[src/rtl/if_fetch_unit_pkg.sv]
// rtl/if_fetch_unit_pkg.sv - shared fetch-unit defines, constants and FSM encoding
`ifndef IF_FETCH_UNIT_DEFINES
`define IF_FETCH_UNIT_DEFINES
`define INST_NOP 32'h0000_0013
`define PC_RST   32'h0000_0000
`endif

package if_fetch_unit_pkg;

  typedef enum logic [1:0] {
    ST_REQ  = 2'd0,
    ST_WAIT = 2'd1,
    ST_HOLD = 2'd2
  } fetch_state_t;

  localparam logic [31:0] INST_NOP_C = `INST_NOP;
  localparam logic [31:0] PC_RST_C   = `PC_RST;

endpackage

[src/rtl/if_perf_counter.sv]
// rtl/if_perf_counter.sv - 32-bit wrapping event counter with enable
module if_perf_counter (
  input  logic        clk,
  input  logic        rst,
  input  logic        en,
  output logic [31:0] count
);

  // count enabled cycles, wrapping naturally at 2^32
  always_ff @(posedge clk or posedge rst) begin
    if (rst) count <= '0;
    else if (en) count <= count + 32'd1;
  end

endmodule

[src/rtl/if_fetch_unit.sv]
// rtl/if_fetch_unit.sv - instruction fetch unit with one outstanding request; IF_FETCH_PERF_EN enables perf counters
module if_fetch_unit
  import if_fetch_unit_pkg::*;
#(
  parameter int WIDTH = 32
) (
  input  logic             clk,
  input  logic             rst,
  input  logic             stall_if,
  input  logic             redirect_valid,
  input  logic [WIDTH-1:0] redirect_pc,
  output logic             imem_req,
  output logic [WIDTH-1:0] imem_addr,
  input  logic             imem_ready,
  input  logic             imem_rvalid,
  input  logic [WIDTH-1:0] imem_rdata,
  output logic [WIDTH-1:0] instr_if,
  output logic [WIDTH-1:0] pc_if,
  output logic [WIDTH-1:0] pc_plus4_if,
  output logic             if_bubble,
  output logic [31:0]      perf_fetch_cnt,
  output logic [31:0]      perf_bubble_cnt
);

  localparam logic [WIDTH-1:0] NOP_W    = WIDTH'(`INST_NOP);
  localparam logic [WIDTH-1:0] PC_RST_W = WIDTH'(`PC_RST);

  fetch_state_t     state, state_n;
  logic [WIDTH-1:0] pc, pc_n;
  logic [WIDTH-1:0] hold, hold_n;
  logic             kill, kill_n;

  assign imem_addr   = pc;
  assign pc_if       = pc;
  assign pc_plus4_if = pc + WIDTH'(4);

  // state, pc, kill flag and held instruction registers
  always_ff @(posedge clk or posedge rst) begin
    if (rst) begin
      state <= ST_REQ;
      pc    <= PC_RST_W;
      hold  <= NOP_W;
      kill  <= 1'b0;
    end else begin
      state <= state_n;
      pc    <= pc_n;
      hold  <= hold_n;
      kill  <= kill_n;
    end
  end

  // next-state and outputs; redirect outranks stall and memory events
  always_comb begin
    state_n   = state;
    pc_n      = pc;
    hold_n    = hold;
    kill_n    = kill;
    imem_req  = 1'b0;
    instr_if  = NOP_W;
    if_bubble = 1'b1;
    case (state)
      ST_REQ: begin
        // a late response from a request abandoned by reset lands here and is ignored
        imem_req = ~redirect_valid & ~rst;
        if (redirect_valid) begin
          pc_n = redirect_pc;
        end else if (imem_ready) begin
          state_n = ST_WAIT;
        end
      end
      ST_WAIT: begin
        if (redirect_valid) begin
          pc_n = redirect_pc;
          if (imem_rvalid) begin
            kill_n  = 1'b0;
            state_n = ST_REQ;
          end else begin
            kill_n = 1'b1;
          end
        end else if (imem_rvalid) begin
          if (kill) begin
            kill_n  = 1'b0;
            state_n = ST_REQ;
          end else begin
            instr_if  = imem_rdata;
            if_bubble = 1'b0;
            if (stall_if) begin
              hold_n  = imem_rdata;
              state_n = ST_HOLD;
            end else begin
              pc_n    = pc + WIDTH'(4);
              state_n = ST_REQ;
            end
          end
        end
      end
      ST_HOLD: begin
        if (redirect_valid) begin
          pc_n    = redirect_pc;
          hold_n  = NOP_W;
          state_n = ST_REQ;
        end else begin
          instr_if  = hold;
          if_bubble = 1'b0;
          if (!stall_if) begin
            pc_n    = pc + WIDTH'(4);
            state_n = ST_REQ;
          end
        end
      end
      default: state_n = ST_REQ;
    endcase
  end

`ifdef IF_FETCH_PERF_EN
  if_perf_counter u_fetch_cnt (
    .clk   (clk),
    .rst   (rst),
    .en    (~if_bubble & ~stall_if),
    .count (perf_fetch_cnt)
  );

  if_perf_counter u_bubble_cnt (
    .clk   (clk),
    .rst   (rst),
    .en    (if_bubble),
    .count (perf_bubble_cnt)
  );
`else
  assign perf_fetch_cnt  = 32'd0;
  assign perf_bubble_cnt = 32'd0;
`endif

endmodule
[config.mk]
export PLATFORM = sky130hd
export DESIGN_NAME = if_fetch_unit
export DESIGN_NICKNAME = d
export VERILOG_FILES = /design/src/rtl/if_fetch_unit_pkg.sv /design/src/rtl/if_perf_counter.sv /design/src/rtl/if_fetch_unit.sv
export SDC_FILE = /design/constraint.sdc
export NUM_CORES = 1
export LEC_CHECK = 0
export ABC_AREA = 0
export BUFFER_PORTS_ARGS = -buffer_cell sky130_fd_sc_hd__buf_2
export CORE_MARGIN = 5
export CORE_UTILIZATION = 40
export CTS_CLUSTER_DIAMETER = 120
export DETAILED_ROUTE_END_ITERATION = 10
export GPL_TIMING_DRIVEN = 0
export PLACE_DENSITY = 0.71
export RECOVER_POWER = 100
export SLEW_MARGIN = 20
export SYNTH_ARGS = -nofsm -noshare
export SYNTH_HDL_FRONTEND = slang
export SYNTH_HIERARCHICAL = 1
export SYNTH_SLANG_ARGS = --single-unit
[constraint.sdc]
create_clock -name clk -period 2.67 [get_ports clk]
set_clock_uncertainty 0.2 [all_clocks]
set_input_delay 0.534 -clock clk [delete_from_list [all_inputs] [get_ports clk]]
set_output_delay 0.534 -clock clk [all_outputs]
set_load 0.02 [all_outputs]
Word level (Yosys, flattened, before mapping)
Index checks and enable logic that the tools add are counted.
{"block": "totals", "ff_bits": 67, "elab_cells": 64, "out_inout_bits": 194, "in_bits": 70}
{"block": "classes", "add_sub_neg": 1, "reduce_logical": 8, "n_bitwise": 3, "n_eq_ne": 12, "n_mux": 36}
{"op": "two-way mux 32 bit", "count": 14}
{"op": "one-hot mux 32 bit (2 select lines)", "count": 2}
{"op": "one-hot mux 32 bit (3 select lines)", "count": 1}
{"op": "adder 32 x 3 -> 32 bit, second input constant", "count": 1}
{"op": "two-way mux 2 bit", "count": 9}
{"op": "inequality test 2 bit, second input constant", "count": 7}
{"op": "inequality test 3 bit, second input constant", "count": 3}
{"op": "two-way mux 1 bit", "count": 8}
{"op": "AND reduction 4 bit", "count": 2}
{"op": "one-hot mux 2 bit (3 select lines)", "count": 1}
{"op": "AND reduction 5 bit", "count": 1}
{"op": "nonzero test 2 bit", "count": 2}
{"op": "nonzero test 3 bit", "count": 1}
{"op": "equality test 2 x 1 -> 1 bit, second input constant", "count": 1}
{"op": "equality test 2 bit, second input constant", "count": 1}
{"op": "zero test 2 bit", "count": 1}
{"op": "inverter 1 bit", "count": 2}
{"op": "one-hot mux 1 bit (2 select lines)", "count": 1}
{"op": "AND reduction 2 bit", "count": 1}
{"op": "bitwise AND 1 bit", "count": 1}

Logic depth before layout (Yosys ltp)
Gate-level depths: netlist (run 1).
{"block": "logic_depth", "ltp_word": 6, "mapped_depth": 9}

Least setup slack after synthesis (run 1)
No wires, ideal clock.
{"block": "synth_timing", "path_kind": "reg-to-output", "startpoint": "register state[0]", "endpoint": "output port instr_if[11]", "path_stages_with_launch": 9, "path_buffers": 3, "path_slack_ns": -0.089, "t_arrival_ns": 2.025, "path_cell_list": "dfrtp_1 -> inv_1 -> ha_1 -> buf_2 -> nor2b_1 -> clkbuf_1 -> buf_1 -> a22oi_1 -> nor2b_1"}
{"block": "synth_via", "elab_chain_cells": 2}
{"element": "from (decl)", "line_no": "if_fetch_unit.sv:28", "source": "fetch_state_t state, state_n;"}
{"element": "from (signal assigned)", "line_no": "if_fetch_unit.sv:45", "source": "state <= state_n;"}
{"element": "equality test 2 bit / equality test 2 x 1 -> 1 bit (equally long branches)", "line_no": "if_fetch_unit.sv:61", "source": "case (state)"}
{"element": "one-hot mux 32 bit (2 select lines) (*)", "line_no": "if_fetch_unit.sv:61"}
{"element": "to (decl)", "line_no": "if_fetch_unit.sv:17", "source": "output logic [WIDTH-1:0] instr_if,"}
Every way passes the cells marked *; elsewhere a longest branch is shown, timed or not.

Worst setup path in the final report (run 1)
{"block": "layout_timing", "startpoint": "register pc[2], in the netlist imem_addr[2]", "endpoint": "output port pc_plus4_if[21]"}
{"block": "layout_via", "elab_chain_cells": 1}
{"element": "from (decl)", "line_no": "if_fetch_unit.sv:29", "source": "logic [WIDTH-1:0] pc, pc_n;"}
{"element": "from (signal assigned)", "line_no": "if_fetch_unit.sv:46", "source": "pc <= pc_n;"}
{"element": "adder 32 x 3 -> 32 bit", "line_no": "if_fetch_unit.sv:35", "source": "assign pc_plus4_if = pc + WIDTH'(4);"}
{"element": "to (decl)", "line_no": "if_fetch_unit.sv:19", "source": "output logic [WIDTH-1:0] pc_plus4_if,"}
Every way passes these cells.

==> results of run 1 <==
[layer usage]
layer | vias up | wire [um] | GRT usage
li1 | 2483 | - | -
met1 | 2437 | 6520 | 0.260
met2 | 271 | 8410 | 0.364
met3 | 47 | 1620 | 0.0627
met4 | 0 | 468 | 0.0737
met5 | - | 0 | 0
[cell type report]
cell class | instances | share of cell area
inverters | 8 | 0.00411
repair buffers | 266 | 0.202
clock inverters | 4 | 0.00971
multi-input cells | 406 | 0.380
well taps | 147 | 0.0242
flip-flops and latches | 67 | 0.224
diodes | 1 | 0.000329
clock buffers | 12 | 0.0324
plain buffers | 131 | 0.123
[worst max-delay path: cells and delay by family (launching register included)]
kind	cells	cell delay (ns)
xor+xnor	1	0.20
simple gates	3	0.73
buf+inv	3	0.43
flops	1	0.38
[state kept, by name, summed over array words and instances, names as in the netlist]
signal and cells:
hold 32, imem_addr 32, state 2, kill 1
[worst max-delay path by stage]
stage,cells past startpoint,from,endpoint
2_1_floorplan,5,imem_addr[2]$_DFFE_PP0P_,pc_plus4_if[18]
3_5_place_dp,9,state[0]$_DFFE_PP0P_,instr_if[5]
4_1_cts,7,imem_addr[3]$_DFFE_PP0P_,pc_plus4_if[28]
6_report,7,imem_addr[2]$_DFFE_PP0P_,pc_plus4_if[21]
3_3_place_gp,2,rst,imem_addr[26]$_DFFE_PP0P_
5_1_grt,7,imem_addr[2]$_DFFE_PP0P_,pc_plus4_if[21]
[metrics by stage]
stage          hold WS, ns  cells  total power, mW  setup TNS, ns  utilization
2_1_floorplan        0.237    615             5.37              0            -
3_5_place_dp         0.253    962             6.83          -8.44        0.532
4_1_cts             0.0291   1009             8.70         -0.330        0.606
3_3_place_gp         0.247    961             6.79         -54.03        0.530
6_report             0.245   1042             9.08         -0.541        0.638
5_1_grt              0.244   1041             9.61          -4.08        0.638
[cells by family (layout without fill, tap and decap cells)]
group                    after synthesis  in the layout  share of synthesized area
adder cells (fa/ha/maj)                6              6                     0.0155
AO/OA/AOI/OAI                        157            157                      0.226
XOR/XNOR                              28             28                     0.0507
flip-flops                            67             67                      0.348
other                                  1             65                   0.000776
multiplexers                           5              5                     0.0109
AND/OR/NAND/NOR                      146            146                      0.160
buffers and inverters                142            421                      0.188
[placed cells by master, fill, tap and decap left out, drive strengths merged, types with 7 or more instances in the layout]
| master | synthesis | final |
|---|---|---|
| a2bb2oi | 18 | 18 |
| nand2 | 44 | 44 |
| nand3 | 17 | 17 |
| nand4 | 10 | 10 |
| buf | 108 | 304 |
| a22oi | 29 | 29 |
| o22ai | 19 | 19 |
| xor2 | 7 | 7 |
| conb | 1 | 64 |
| a22o | 29 | 29 |
| nor2 | 18 | 18 |
| inv | 8 | 7 |
| xnor2 | 21 | 21 |
| o21ai | 18 | 18 |
| nor2b | 33 | 33 |
| dfrtp | 64 | 64 |
| clkbuf | 26 | 105 |
| a21oi | 33 | 33 |
[what timing repair did]
action                                  in CTS  in global routing
pin swaps                                   13                 18
cloned                                       1                  0
setup buffers                               32                 33
gates resized for setup                     90                 71
endpoints found under the setup margin      76                 71
[power groups by stage]
stage / Clock, mW / Sequential (mW) / Combinational [mW]
finish: 1.29 / 2.05 / 5.73
global route: 1.36 / 2.12 / 6.13
CTS: 1.31 / 2.05 / 5.34
detailed placement: 0 / 2.07 / 4.76
global placement: 0 / 2.07 / 4.71
floorplan: 0 / 2.23 / 3.14
==> qor.txt, run 1 <==
layout cells sized above 1 -> 0.483
Synth Flop Type -> dfrtp_1
Slew HR -> -0.00372
Post-synth EDFFs -> 0
TritonRoute pass-1 iters -> 5
Max Slew Vio Count -> 1
number of stages on the worst hold path -> 2
P_leak -> 3.66 nW
die height -> 120 um
remaining global-route overflow -> 0
GRT Resource Usage Total -> 0.215
worst r2r path cells -> 8
Critical Path Slowest Stage Cell -> dfrtp_2
vias -> 5238
flop-to-flop setup slack -> 0.10 ns
critical path peak fanout -> 4
root buffer selected by CTS -> clkbuf_16
count leader, synth -> buf_4
Multi-input gate area -> 0.00289 mm2
Netlist cell types -> 43
Final min period -> 2.80 ns
internal power -> 4.83 mW
Worst Path Required -> 1.94 ns
Hold Violations, Final -> 0
Hold Path Class -> in -> reg
Fmax achieved -> 357 MHz
fillcell total -> 999
Seq/Total Area, Yosys -> 0.348
drt wl/cell -> 16.3 um
cts-stage hold buffer count -> 0
Max clock buf depth -> 2
synthesized flop and latch total -> 67
sequential share of power -> 0.226
row count -> 40
vias per cell -> 5.03
top cell type's share of synthesized area -> 0.331
CORE AREA -> 0.0119 mm2
P&R area growth vs syn -> 57.2%
worst path cell trace -> buf_6 > nand4_1 > buf_6 > nor4_4 > nand4_1 > xnor2_1 > buf_4
DP Area -> 0.00634 mm2
Placement Setup Slack -> -0.365 ns
RSZ-0062 raised after global routing -> yes
Final GP Congestion -> 0.840
CP max stage delay -> 0.38 ns
die area -> 0.0144 mm2
fraction of registers with async set/reset -> 1.00
CP startpoint kind -> flip-flop
final setup vio count -> 11
TritonCTS clock tree -> built
CTS Buf Count -> 9
worst skew pair latency -> 0.33 ns
pwr dens -> 1190 mW/mm2
Reg2Reg Launch Point -> state[1]$_DFFE_PP0P_
Worst Path Class, Setup -> reg -> out
I/O Buffers -> 199
Clk pwr share -> 0.142
CTS clk-pin slew, worst paths -> 0.06 ns
top cells by area, synth -> dfrtp_1 33%, buf_4 15%, a22o_1 5.3%
PnR worst setup slack -> -0.128 ns
Hold Startpoint -> redirect_pc[0]
slew at the pin with the worst max-slew slack -> 1.50 ns
CP arrival -> 2.06 ns
DRT Wirelength -> 17000 um
DRC Markers -> 0
VDD IR-drop max -> 455 uV
violations in the final reports -> max-capacitance violations, max-slew violations, negative setup slack
Final ANT Viol Nets -> 0
Initial Util -> 0.406
Final Cycle Share -> 1.05
largest net degree at the start of global routing -> 39
Yosys warning total -> 6
max-cap violation count -> 1
sw frac -> 0.468
syn_area_per_cell -> 8.76 um2
Hold Path Sink -> imem_addr[0]$_DFFE_PP0P_
combinational share of power -> 0.631
detailed placement HPWL -> 11600 um
IO Count -> 264
drt initial violations -> 498
CTS Sinks -> 67
Finished Cell Area -> 0.00760 mm2
Post-Syn Instances -> 552
reg-to-reg endpoint -> imem_addr[10]$_DFFE_PP0P_
vias in the first global route -> 4935
initial antenna violation count -> 0
synthesized area -> 0.00483 mm2
outcome -> complete, but fails checks
Seq. cell area -> 0.00170 mm2
Psw -> 4.25 mW
first-pass GRT wire length -> 25300 um
Die W -> 120 um
htree depth -> 3
cell taking the most area after synthesis -> dfrtp_1
CP endpoint kind -> primary output
synth cell count leaders -> 98 x buf_4, 64 x dfrtp_1, 44 x nand2_1
Nets -> 965
Note: power is estimated with default switching activity, not from simulation.
==> run 2, diff against run 1 <==
CAP_MARGIN = 20   (was not set)
CORE_ASPECT_RATIO = 1.75   (was not set)
MAX_ROUTING_LAYER = met4   (was not set)
==> run 2 against run 1 <==
  * Clock power hardly changed
  * The flow finishes with violations (negative setup slack)
  * Global-route usage is 2.0 points higher
  * Total power is 0.19% higher
==> qor.txt, run 2 (synthesis results as in run 1) <==
row count -> 53 (was 40)
Die W -> 93.1 um (was 120 um)
I/O Buffers -> 199 (unchanged)
DRC Markers -> 0 (unchanged)
layout cells sized above 1 -> 0.539 (was 0.483)
TritonCTS clock tree -> built (unchanged)
pwr dens -> 1170 mW/mm2 (was 1190 mW/mm2)
Fmax achieved -> 363 MHz (was 357 MHz)
vias in the first global route -> 5175 (was 4935)
Inserted Diodes -> 0 (was 1)
Final GP Congestion -> 0.871 (was 0.840)
CTS Buf Count -> 9 (unchanged)
PnR worst setup slack -> -0.0846 ns (was -0.128 ns)
die area -> 0.0145 mm2 (was 0.0144 mm2)
Hold Path Class -> in -> reg (unchanged)
htree depth -> 3 (unchanged)
slew at the pin with the worst max-slew slack -> 1.31 ns (was 1.50 ns)
CP startpoint kind -> flip-flop (unchanged)
violations in the final reports -> negative setup slack (was max-capacitance violations, max-slew violations, negative setup slack)
Final min period -> 2.75 ns (was 2.80 ns)
Initial Util -> 0.405 (was 0.406)
TritonRoute pass-1 iters -> 6 (was 5)
outcome -> complete, but fails checks (unchanged)
Nets -> 975 (was 965)
max-cap violation count -> 0 (was 1)
remaining global-route overflow -> 0 (unchanged)
most frequent cells in the layout -> 192 x buf_4, 160 x buf_2, 64 x conb_1 (was 162 x buf_4, 124 x buf_2, 71 x clkbuf_1)
Seq. cell area -> 0.00170 mm2 (about the same)
vias -> 5281 (was 5238)
Hold Startpoint -> redirect_pc[1] (was redirect_pc[0])
worst skew pair latency -> 0.34 ns (was 0.33 ns)
Final ANT Viol Nets -> 0 (unchanged)
DP Area -> 0.00632 mm2 (was 0.00634 mm2)
initial antenna violation count -> 0 (unchanged)
worst hold margin -> 0.232 ns (was 0.245 ns)
drt initial violations -> 193 (was 498)
Worst Path Required -> 1.94 ns (about the same)
flop-to-flop setup slack -> 0.16 ns (was 0.10 ns)
CORE AREA -> 0.0119 mm2 (about the same)
most common cell after layout, fill and taps aside -> buf_4 (unchanged)
Multi-input gate area -> 0.00282 mm2 (was 0.00289 mm2)
Final Cycle Share -> 1.03 (was 1.05)
P&R area growth vs syn -> 60.5% (was 57.2%)
die height -> 155 um (was 120 um)
CTS clk-pin slew, worst paths -> 0.06 ns (about the same)
Max Slew Vio Count -> 0 (was 1)
DRT Wirelength -> 17500 um (was 17000 um)
Slew HR -> 0.123 (was -0.00372)
vias per cell -> 5.07 (was 5.03)
critical path peak fanout -> 6 (was 4)
root buffer selected by CTS -> clkbuf_16 (unchanged)
IO Count -> 264 (unchanged)
Hold Violations, Final -> 0 (unchanged)
RSZ-0062 raised after global routing -> yes (unchanged)
reg-to-reg endpoint -> imem_addr[27]$_DFFE_PP0P_ (was imem_addr[10]$_DFFE_PP0P_)
VDD IR-drop max -> 495 uV (was 455 uV)
Max clock buf depth -> 2 (unchanged)
cts-stage hold buffer count -> 0 (unchanged)
Hold Path Sink -> imem_addr[1]$_DFFE_PP0P_ (was imem_addr[0]$_DFFE_PP0P_)
number of stages on the worst hold path -> 2 (unchanged)
CP arrival -> 2.02 ns (was 2.06 ns)
P_leak -> 3.81 nW (was 3.66 nW)
fillcell total -> 1034 (was 999)
largest net degree at the start of global routing -> 41 (was 39)
drt wl/cell -> 16.8 um (was 16.3 um)
Reg2Reg Launch Point -> state[1]$_DFFE_PP0P_ (unchanged)
Finished Cell Area -> 0.00776 mm2 (was 0.00760 mm2)
GRT Resource Usage Total -> 0.235 (was 0.215)
detailed placement HPWL -> 12500 um (was 11600 um)
CP endpoint kind -> primary output (unchanged)
final setup vio count -> 11 (unchanged)
CTS Sinks -> 67 (unchanged)
first-pass GRT wire length -> 26200 um (was 25300 um)
Worst Path Class, Setup -> reg -> out (unchanged)
worst r2r path cells -> 8 (unchanged)
[run 2: where the power goes]
part / total, mW / leakage [nW] / internal, mW / switching [mW]
Clock: 1.29 / 0.153 / 0.819 / 0.472
Combinational: 5.75 / 2.87 / 2.59 / 3.16
Sequential: 2.06 / 0.791 / 1.51 / 0.553
Total: 9.10 / 3.81 / 4.92 / 4.19
[run 2: how the worst max path moves through the flow]
| stage | to | start | slack (ns) | cells after the start |
|---|---|---|---|---|
| 2_1_floorplan | pc_plus4_if[18] | imem_addr[2]$_DFFE_PP0P_ | 0.02 | 5 |
| 3_3_place_gp | imem_addr[16]$_DFFE_PP0P_ | rst | -0.78 | 2 |
| 3_5_place_dp | pc_plus4_if[28] | imem_addr[2]$_DFFE_PP0P_ | -0.44 | 6 |
| 4_1_cts | instr_if[4] | state[1]$_DFFE_PP0P_ | -0.09 | 6 |
| 5_1_grt | pc_plus4_if[25] | imem_addr[13]$_DFFE_PP0P_ | -0.16 | 6 |
| 6_report | pc_plus4_if[21] | imem_addr[6]$_DFFE_PP0P_ | -0.08 | 6 |
[run 2: what timing repair did]
item / in CTS / in global routing
setup endpoints to repair: 77 / 74
buffers inserted: 36 / 38
gates resized for setup: 95 / 74
pin swaps: 14 / 15
cloned: 1 / 1
[run 2: per-layer routing]
metal  routed length, um  global-route usage  vias up
met3                1350              0.0518       42
li1                    -                   -     2489
met5                   0                   -        -
met2                9660               0.443      251
met1                5970               0.232     2499
met4                 514              0.0825        0
[run 2: final cells by class]
class | count | share of cell area
Buffer | 131 | 0.123
Clock buffer | 10 | 0.0295
Clock inverter | 6 | 0.0116
Inverter | 8 | 0.00403
Multi-Input combinational cell | 406 | 0.364
Sequential cell | 67 | 0.220
Tap cell | 137 | 0.0221
Timing Repair Buffer | 276 | 0.227
[run 2: worst max-delay path: stages (launching register included)]
cell     delay, ns
dfrtp_1       0.39
buf_8         0.12
nand3_4       0.12
nor4_4        0.35
nand4_1       0.27
xnor2_2       0.25
buf_4         0.18
[run 2: per-stage QoR]
stage               total power [mW]   util  cells  worst slack [ns]  TNS, ns
CTS                             8.66  0.607   1003           -0.0858    -1.19
detailed placement              6.86  0.530    952            -0.436   -13.05
floorplan                       5.37      -    615            0.0242        0
finish                          9.10  0.650   1041           -0.0846   -0.448
global placement                6.81  0.528    951            -0.784   -63.71
global route                    9.64  0.650   1041            -0.157    -4.37
==> run 3, diff against run 2 <==
MAX_ROUTING_LAYER = not set   (was met4)
==> run 3 against run 2 <==
  * Via count unchanged
  * Critical path type unchanged
  * Sequential share of layout area increased by 0.078 points
  * Highest routed layer unchanged
  * Total power about the same
  * Count of clock-buffer cells in the layout unchanged
  * Flip-flop and latch count unchanged
  * Die area unchanged
  * Non-clock buffer count increased by 1
  * Combinational power about the same
  * Clock power about the same
  * Worst hold slack about the same
  * Fmax increased by 0.65%
  * The run still ends with negative setup slack left
  * Register-to-register slack got worse by 0.02 ns
==> qor.txt, run 3 (synthesis results as in run 1) <==
CTS Buf Count -> 9 (unchanged)
Final min period -> 2.74 ns (was 2.75 ns)
die height -> 155 um (unchanged)
setup TNS -> -0.361 ns (was -0.448 ns)
GRT Resource Usage Total -> 0.228 (was 0.235)
vias per cell -> 5.07 (about the same)
drt wl/cell -> 16.7 um (was 16.8 um)
vias -> 5281 (unchanged)
I/O Buffers -> 199 (unchanged)
largest net degree at the start of global routing -> 41 (unchanged)
Seq. cell area -> 0.00170 mm2 (unchanged)
worst skew pair latency -> 0.33 ns (was 0.34 ns)
CORE AREA -> 0.0119 mm2 (unchanged)
drt initial violations -> 150 (was 193)
die area -> 0.0145 mm2 (unchanged)
pwr dens -> 1180 mW/mm2 (was 1170 mW/mm2)
DRT Wirelength -> 17400 um (was 17500 um)
Max clock buf depth -> 2 (unchanged)
remaining global-route overflow -> 0 (unchanged)
Initial Util -> 0.405 (unchanged)
outcome -> complete, but fails checks (unchanged)
fillcell total -> 1035 (was 1034)
RSZ-0062 raised after global routing -> yes (unchanged)
row count -> 53 (unchanged)
CTS clk-pin slew, worst paths -> 0.06 ns (about the same)
TritonCTS clock tree -> built (unchanged)
layout cells sized above 1 -> 0.535 (was 0.539)
most common cell after layout, fill and taps aside -> buf_4 (unchanged)
IO Count -> 264 (unchanged)
Final ANT Viol Nets -> 0 (unchanged)
Die W -> 93.1 um (unchanged)
P&R area growth vs syn -> 59.9% (was 60.5%)
CTS Sinks -> 67 (unchanged)
Nets -> 976 (was 975)
Fmax achieved -> 365 MHz (was 363 MHz)
critical path peak fanout -> 6 (unchanged)
Worst Path Required -> 1.94 ns (about the same)
DRC Markers -> 0 (unchanged)
VDD IR-drop max -> 492 uV (was 495 uV)
PnR worst setup slack -> -0.0668 ns (was -0.0846 ns)
final core occ -> 0.648 (was 0.650)
most frequent cells in the layout -> 191 x buf_4, 161 x buf_2, 64 x conb_1 (was 192 x buf_4, 160 x buf_2, 64 x conb_1)
final setup vio count -> 11 (unchanged)
first-pass GRT wire length -> 26200 um (about the same)
P_leak -> 3.81 nW (about the same)
Multi-input gate area -> 0.00279 mm2 (was 0.00282 mm2)
initial antenna violation count -> 0 (unchanged)
vias in the first global route -> 5182 (was 5175)
root buffer selected by CTS -> clkbuf_16 (unchanged)
htree depth -> 3 (unchanged)
worst hold margin -> 0.232 ns (about the same)
violations in the final reports -> negative setup slack (unchanged)
max-cap violation count -> 0 (unchanged)
CP endpoint kind -> primary output (unchanged)
CP arrival -> 2.00 ns (was 2.02 ns)
Final GP Congestion -> 0.857 (was 0.871)
detailed placement HPWL -> 12500 um (unchanged)
TritonRoute pass-1 iters -> 5 (was 6)
Hold Violations, Final -> 0 (unchanged)
CP startpoint kind -> flip-flop (unchanged)
Inserted Diodes -> 0 (unchanged)
Final Cycle Share -> 1.03 (about the same)
Worst Path Class, Setup -> reg -> out (unchanged)
Hold Path Class -> in -> reg (unchanged)
Max Slew Vio Count -> 0 (unchanged)
slew at the pin with the worst max-slew slack -> 1.31 ns (about the same)
Slew HR -> 0.119 (was 0.123)
==> run 3: cell type report <==
cell class / count / area share
Sequential cell: 67 / 0.220
Clock buffer: 10 / 0.0296
Clock inverter: 6 / 0.0117
Timing Repair Buffer: 277 / 0.228
Buffer: 131 / 0.123
Multi-Input combinational cell: 406 / 0.361
Inverter: 8 / 0.00405
Tap cell: 137 / 0.0222
==> run 3: final timing paths <==
check                                    startpoint                         to  slack, ns  depth (start not counted)
min in group asynchronous                       rst       state[1]$_DFFE_PP0P_       0.27                          2
max in group asynchronous                       rst  imem_addr[13]$_DFFE_PP0P_       0.34                          3
max                        imem_addr[6]$_DFFE_PP0P_            pc_plus4_if[21]      -0.07                          6
max reg2reg                    state[1]$_DFFE_PP0P_  imem_addr[27]$_DFFE_PP0P_       0.14                          8
min reg2reg                     hold[1]$_DFFE_PP1P_        hold[1]$_DFFE_PP1P_       0.26                          2
min                                  redirect_pc[1]   imem_addr[1]$_DFFE_PP0P_       0.23                          2
==> run 3: where the power goes <==
| part | internal, mW | total (mW) | switching, mW |
|---|---|---|---|
| registers | 1.51 | 2.05 | 0.548 |
| clock network | 0.819 | 1.29 | 0.468 |
| logic | 2.59 | 5.75 | 3.16 |
| total | 4.92 | 9.09 | 4.18 |
==> run 3: per-layer routing <==
| layer | vias to the layer above | global-route usage | part of all wire | routed length, um |
|---|---|---|---|---|
| met3 | 32 | 0.0624 | 0.083 | 1450 |
| met5 | - | 0 | 0 | 0 |
| met1 | 2500 | 0.225 | 0.34 | 5890 |
| met4 | 0 | 0.0825 | 0.023 | 401 |
| li1 | 2498 | - | - | - |
| met2 | 251 | 0.442 | 0.56 | 9660 |
==> run 3: metrics by stage <==
step / power (mW) / cells / worst slack [ns] / cell area (um2)
6_report: 9.09 / 1042 / -0.0668 / 7730
5_1_grt: 9.63 / 1042 / -0.156 / 7730
4_1_cts: 8.66 / 1003 / -0.0858 / 7250
3_5_place_dp: 6.86 / 952 / -0.436 / 6320
3_3_place_gp: 6.81 / 951 / -0.784 / 6300
2_1_floorplan: 5.37 / 615 / 0.0242 / 5130
==> run 3: repair_timing <==
action / 4_1_cts / 5_1_grt
hold buffers: 0 / 0
buffers inserted: 36 / 39
gates resized for setup: 95 / 67
pin swaps: 14 / 15
setup endpoints to repair: 77 / 74
gates cloned: 1 / 1
endpoints found under the hold margin: 0 / 0
==> run 3: worst max-delay path, stage by stage (launching register included) <==
cell and delay (ns):
dfrtp_1 0.39, buf_8 0.13, nand3_4 0.12, nor4_4 0.35, nand4_1 0.25, xnor2_2 0.25
buf_4 0.18
